[config.mk]
export PLATFORM = sky130hd
export DESIGN_NAME = if_stage
export DESIGN_NICKNAME = d
export VERILOG_FILES = /design/src/rtl/if_stage.sv
export SDC_FILE = /design/constraint.sdc
export NUM_CORES = 1
export LEC_CHECK = 0
export BUFFER_PORTS_ARGS = -buffer_cell sky130_fd_sc_hd__buf_4
export CORE_MARGIN = 2
export CORE_UTILIZATION = 32
export DETAILED_ROUTE_END_ITERATION = 10
export MAX_ROUTING_LAYER = met4
export REMOVE_ABC_BUFFERS = 1
export SLEW_MARGIN = 10
export SYNTH_ARGS = -nofsm -noshare
export SYNTH_HDL_FRONTEND = slang
export SYNTH_SLANG_ARGS = --single-unit
[constraint.sdc]
create_clock -name clk -period 3.98 [get_ports clk]
set_input_delay 0.398 -clock clk [delete_from_list [all_inputs] [get_ports clk]]
set_output_delay 0.398 -clock clk [all_outputs]
set_load 0.02 [all_outputs]
[src/rtl/if_stage.sv]
// if_stage: MIPS instruction-fetch stage owning the PC and the IF/ID register,
// with stall, flush, jump/branch redirect and halt/resume control.
module if_stage #(
    parameter logic [31:0] RESET_PC = 32'h0000_0000,
    parameter logic [31:0] NOP_INST = 32'h0000_0000
) (
    input  logic        clk,
    input  logic        rst,
    output logic [31:0] imem_adr,
    input  logic [31:0] imem_data,
    input  logic        stall,
    input  logic        flush,
    input  logic        br_taken,
    input  logic [31:0] br_target,
    input  logic        jmp,
    input  logic [31:0] jmp_target,
    input  logic        halt_req,
    input  logic        resume,
    output logic [31:0] if_id_inst,
    output logic [31:0] if_id_pc4,
    output logic        if_id_valid,
    output logic [31:0] pc,
    output logic        halted,
    output logic [31:0] fetch_count,
    output logic        misalign
);
    typedef enum logic [1:0] {BOOT, RUN, HALT} state_t;

    state_t      state_q, state_d;
    logic [31:0] pc_q, pc_d, inst_q, inst_d, pc4_q, pc4_d, cnt_q, cnt_d;
    logic        valid_q, valid_d, mis_q, mis_d;
    logic        run, redir, bubble, load;
    logic [31:0] tgt, seq;

    assign run    = state_q == RUN;
    assign redir  = run & (jmp | br_taken);
    assign tgt    = jmp ? jmp_target : br_target;
    assign seq    = pc_q + 32'd4;
    // The word fetched alongside a redirect or flush is on the wrong path.
    assign bubble = ~run | redir | flush;
    assign load   = ~bubble & ~stall;

    always_comb begin
        pc_d    = redir ? {tgt[31:2], 2'b00} : (run & ~stall) ? seq : pc_q;
        inst_d  = bubble ? NOP_INST : load ? imem_data : inst_q;
        valid_d = ~bubble & (load | valid_q);
        pc4_d   = load ? seq : pc4_q;
        cnt_d   = cnt_q + {31'b0, load};
        mis_d   = redir & (tgt[1:0] != 2'b00);
        state_d = (state_q == BOOT) ? RUN
                : run ? (halt_req ? HALT : RUN)
                : (resume ? RUN : HALT);
    end

    always_ff @(posedge clk) begin
        if (rst) begin
            state_q <= BOOT;
            pc_q    <= RESET_PC;
            inst_q  <= NOP_INST;
            pc4_q   <= '0;
            valid_q <= 1'b0;
            cnt_q   <= '0;
            mis_q   <= 1'b0;
        end else begin
            state_q <= state_d;
            pc_q    <= pc_d;
            inst_q  <= inst_d;
            pc4_q   <= pc4_d;
            valid_q <= valid_d;
            cnt_q   <= cnt_d;
            mis_q   <= mis_d;
        end
    end

    assign imem_adr    = pc_q;
    assign pc          = pc_q;
    assign if_id_inst  = inst_q;
    assign if_id_pc4   = pc4_q;
    assign if_id_valid = valid_q;
    assign fetch_count = cnt_q;
    assign misalign    = mis_q;
    assign halted      = state_q == HALT;
endmodule

==> impl_metrics.xml <==
<?xml version="1.0" encoding="UTF-8"?>
<metrics>
  <group name="sta">
    <metric name="report.final.slew_viol_count" unit="">0</metric>
    <metric name="rsz0062_at_grt" unit="">false</metric>
    <metric name="finalHoldViolCount" unit="">0</metric>
    <metric name="timing.final.ws_setup" unit="ns">1.17</metric>
    <metric name="timing.setup.tns" unit="ns">0</metric>
    <metric name="max_freq" unit="MHz">356</metric>
    <metric name="timing_worst_slew_pin_value" unit="ns">0.936</metric>
    <metric name="min_period" unit="ns">2.81</metric>
    <metric name="fin_worst_skew" unit="ns">0.00949</metric>
    <metric name="timing.final.crit_share" unit="%">70.7</metric>
    <metric name="slew_limit_headroom" unit="%">37.6</metric>
    <metric name="timing.final.setup_violations" unit="">0</metric>
  </group>
  <group name="floorplanning">
    <metric name="floorplan.initialDensity" unit="%">32.9</metric>
    <metric name="die_h" unit="um">146</metric>
    <metric name="std_cell_rows" unit="">51</metric>
    <metric name="coreArea" unit="sq um">19700</metric>
    <metric name="io-pin-count" unit="">267</metric>
    <metric name="die_x" unit="um">146</metric>
    <metric name="die_area" unit="sq um">21400</metric>
  </group>
  <group name="layout">
    <metric name="num_antenna_cells" unit="">0</metric>
    <metric name="multiInputGateArea" unit="sq um">3430</metric>
    <metric name="area_delta_synth_final" unit="%">38.9</metric>
    <metric name="post_layout_nonfiller_instances" unit="">1246</metric>
    <metric name="seqCellArea" unit="sq um">2560</metric>
    <metric name="n_fill_cell" unit="">1984</metric>
    <metric name="layout.nets" unit="">1076</metric>
    <metric name="post_route_cells_drive_above_1_share" unit="%">33.6</metric>
    <metric name="layout.cell_area.non_filler" unit="sq um">8980</metric>
  </group>
  <group name="clock_network">
    <metric name="cts.reportedPaths.clkPinSlew" unit="ns">0.06</metric>
    <metric name="post-cts-setup-buffers" unit="">0</metric>
    <metric name="ctsLongestPathBuffers" unit="">2</metric>
    <metric name="clkLatencyLatePin" unit="ns">0.41</metric>
    <metric name="clock_tree.htree_level_count" unit="">4</metric>
    <metric name="cts_sinks" unit="">128</metric>
    <metric name="tritoncts.num_buffers" unit="">17</metric>
    <metric name="cts.root.buffer_cell" unit="">sky130_fd_sc_hd__clkbuf_16</metric>
    <metric name="cts-resized-gates" unit="">0</metric>
    <metric name="cts_tree" unit="">built</metric>
    <metric name="cts.hold.buffers_added" unit="">0</metric>
  </group>
  <group name="placed_design">
    <metric name="detail_placement_hpwl" unit="um">14300</metric>
    <metric name="detailedPlace.worstSlack" unit="ns">0.952</metric>
    <metric name="globalplace.congestion" unit="">0.768</metric>
    <metric name="placement.cell_area" unit="sq um">8400</metric>
    <metric name="placed_cells" unit="">1215</metric>
    <metric name="portBuffers" unit="">260</metric>
  </group>
  <group name="setup_path">
    <metric name="worst-endpoint-arrival" unit="ns">3.07</metric>
    <metric name="worst_setup_path_startpoint" unit="">state_q[0]</metric>
    <metric name="critical_path_class" unit="">flip-flop to flip-flop</metric>
    <metric name="crit_required" unit="ns">4.24</metric>
    <metric name="crit-reg2reg-launch" unit="">state_q[0]</metric>
    <metric name="timing.critical_path.fanout_max" unit="">59</metric>
    <metric name="timing.critical_path.from_type" unit="">flip-flop</metric>
    <metric name="crit_path_capture_type" unit="">flip-flop</metric>
  </group>
  <group name="routing">
    <metric name="drt-pass1-iter-count" unit="">5</metric>
    <metric name="post-route-drc-count" unit="">0</metric>
    <metric name="routed_wire_length_per_instance" unit="um">16.0</metric>
    <metric name="antenna_left" unit="">0</metric>
    <metric name="detailroute.via_count" unit="">6169</metric>
    <metric name="finalWirelength" unit="um">20000</metric>
    <metric name="drt-vias-per-instance" unit="">4.95</metric>
    <metric name="detailedRoute.firstIterationViolations" unit="">417</metric>
  </group>
  <group name="yosys">
    <metric name="ys_warn_count" unit="">0</metric>
    <metric name="postSynthAreaPerCell" unit="sq um">8.53</metric>
    <metric name="post_synth_and_or_nand_nor_area_fraction" unit="%">22.3</metric>
    <metric name="synth_compound_area_share" unit="%">11.6</metric>
    <metric name="synthesis.area" unit="sq um">6470</metric>
    <metric name="ys_seq_elements" unit="">128</metric>
    <metric name="async_flop_share" unit="%">0</metric>
    <metric name="synth_top_family_by_area" unit="">simple AND/OR/NAND/NOR gates</metric>
    <metric name="syn_inst" unit="">758</metric>
    <metric name="synth-xor-area-share" unit="%">7.72</metric>
    <metric name="yosys-top-cells-area" unit="">sky130_fd_sc_hd__dfxtp_1 (40%), sky130_fd_sc_hd__mux2i_1 (8.0%), sky130_fd_sc_hd__nor2_1 (7.4%)</metric>
    <metric name="synth_top_area_share" unit="%">39.6</metric>
    <metric name="synthMuxAreaShare" unit="%">10.3</metric>
    <metric name="yosysTopAreaCell" unit="">sky130_fd_sc_hd__dfxtp_1</metric>
    <metric name="synth_commonest_cells" unit="">sky130_fd_sc_hd__dfxtp_1 (128), sky130_fd_sc_hd__nor2_1 (127), sky130_fd_sc_hd__mux2i_1 (52), sky130_fd_sc_hd__nand2_1 (41), sky130_fd_sc_hd__buf_4 (37)</metric>
    <metric name="ys_seq_area_share" unit="%">39.6</metric>
    <metric name="post_synth_num_cell_types" unit="">60</metric>
    <metric name="post_synth_edffs" unit="">0</metric>
    <metric name="most_numerous_cell_in_the_yosys_netlist" unit="">sky130_fd_sc_hd__dfxtp_1</metric>
    <metric name="synthAdderAreaFrac" unit="%">0.580</metric>
    <metric name="ys.flop_type" unit="">sky130_fd_sc_hd__dfxtp_1</metric>
  </group>
  <group name="pwr">
    <metric name="power.static_leakage" unit="nW">3.70</metric>
    <metric name="powerDensity" unit="nW/um^2">387</metric>
    <metric name="max-vdd-ir-drop" unit="mV">0.273</metric>
    <metric name="design_power_total" unit="W">0.00348</metric>
  </group>
  <group name="global_route">
    <metric name="first_pass_grt_wire_length" unit="um">31700</metric>
    <metric name="grt_max_degree" unit="">60</metric>
    <metric name="globalRouteTotalUtil" unit="%">19.0</metric>
    <metric name="grt_remaining_overflow" unit="">0</metric>
    <metric name="antenna_found_initial" unit="">0</metric>
    <metric name="first_global_vias" unit="">5952</metric>
  </group>
  <group name="run_status">
    <metric name="outcome" unit="">complete, no violations</metric>
  </group>
  <group name="worst_hold_path">
    <metric name="worst_hold_startpoint" unit="">imem_data[31]</metric>
    <metric name="worstHoldPathType" unit="">input port to flip-flop</metric>
  </group>
  <group name="job">
    <metric name="maxCapViolations" unit="">0</metric>
  </group>
</metrics>
==> layout make-up <==
cell class,instances,share of cell area [%]
Clock inverter,11,1.55
Clock buffer,20,4.97
Multi-Input combinational cell,539,38.2
Timing Repair Buffer,270,22.6
Tap cell,265,3.69
Sequential cell,128,28.5
Inverter,13,0.543
==> report_power, final <==
group	internal [W]	switching, W	total (W)
sequential	0.00132	0.0000773	0.00140
combinational	0.000235	0.000262	0.000497
clock	0.000995	0.000589	0.00158
==> sequential cells by signal, summed over array words and instances (netlist names) <==
signal and cells:
fetch_count 32, if_id_inst 32, if_id_pc4 30, if_id_valid 1, imem_adr 30, misalign 1, state_q 2
==> cells by family (layout without fill, tap and decap cells) <==
logic type | count (synthesis) | in the layout
AND/OR/NAND/NOR | 294 | 294
flip-flops | 128 | 128
AO/OA/AOI/OAI | 114 | 114
buffers and inverters | 96 | 314
multiplexers | 65 | 65
XOR/XNOR | 57 | 57
adder cells (fa/ha/maj) | 3 | 3
other | 1 | 6
==> cell usage in the layout, fill, tap and decap left out, types with 9 or more instances in the layout <==
master	instances
sky130_fd_sc_hd__a211oi_1	28
sky130_fd_sc_hd__a21oi_1	30
sky130_fd_sc_hd__and4_1	9
sky130_fd_sc_hd__buf_4	270
sky130_fd_sc_hd__clkbuf_16	17
sky130_fd_sc_hd__dfxtp_1	128
sky130_fd_sc_hd__inv_1	12
sky130_fd_sc_hd__mux2_2	13
sky130_fd_sc_hd__mux2i_1	52
sky130_fd_sc_hd__nand2_1	41
sky130_fd_sc_hd__nand3_1	30
sky130_fd_sc_hd__nand4_1	18
sky130_fd_sc_hd__nor2_1	125
sky130_fd_sc_hd__nor3_1	15
sky130_fd_sc_hd__nor4_1	16
sky130_fd_sc_hd__o21ai_0	20
sky130_fd_sc_hd__xnor2_1	32
sky130_fd_sc_hd__xor2_1	25
==> per-layer routing <==
metal	GRT usage [%]	wire [um]
met2	30.4	9370
met3	4.38	1260
met4	4.56	189
met1	24.5	9160
met5	-	0
==> critical path, cell delays in order (launching register included) <==
cell and delay (ns):
sky130_fd_sc_hd__dfxtp_1 0.35, sky130_fd_sc_hd__nor3b_1 0.31, sky130_fd_sc_hd__nand2_1 0.16, sky130_fd_sc_hd__nor2_4 0.12, sky130_fd_sc_hd__buf_4 0.51, sky130_fd_sc_hd__ha_1 0.29, sky130_fd_sc_hd__and3_1 0.22, sky130_fd_sc_hd__nand2_1 0.12
sky130_fd_sc_hd__nor3_1 0.31, sky130_fd_sc_hd__a31o_2 0.21, sky130_fd_sc_hd__a21oi_1 0.05
==> through the flow <==
stage	utilization, %	hold slack [ns]
final	45.7	0.216
after global routing	45.7	0.211
after CTS	45.7	0.203
after detailed placement	42.7	0.444
after global placement	42.7	0.439
after floorplan	-	0.463
==> path summary, 6_finish.rpt <==
check | endpoint | slack (ns) | depth (start not counted)
max reg2reg | fetch_count[31] | 1.17 | 10
min reg2reg | if_id_valid | 0.45 | 2
max | fetch_count[31] | 1.17 | 10
min | if_id_inst[31] | 0.22 | 3
(Power assumes the default switching activity.)
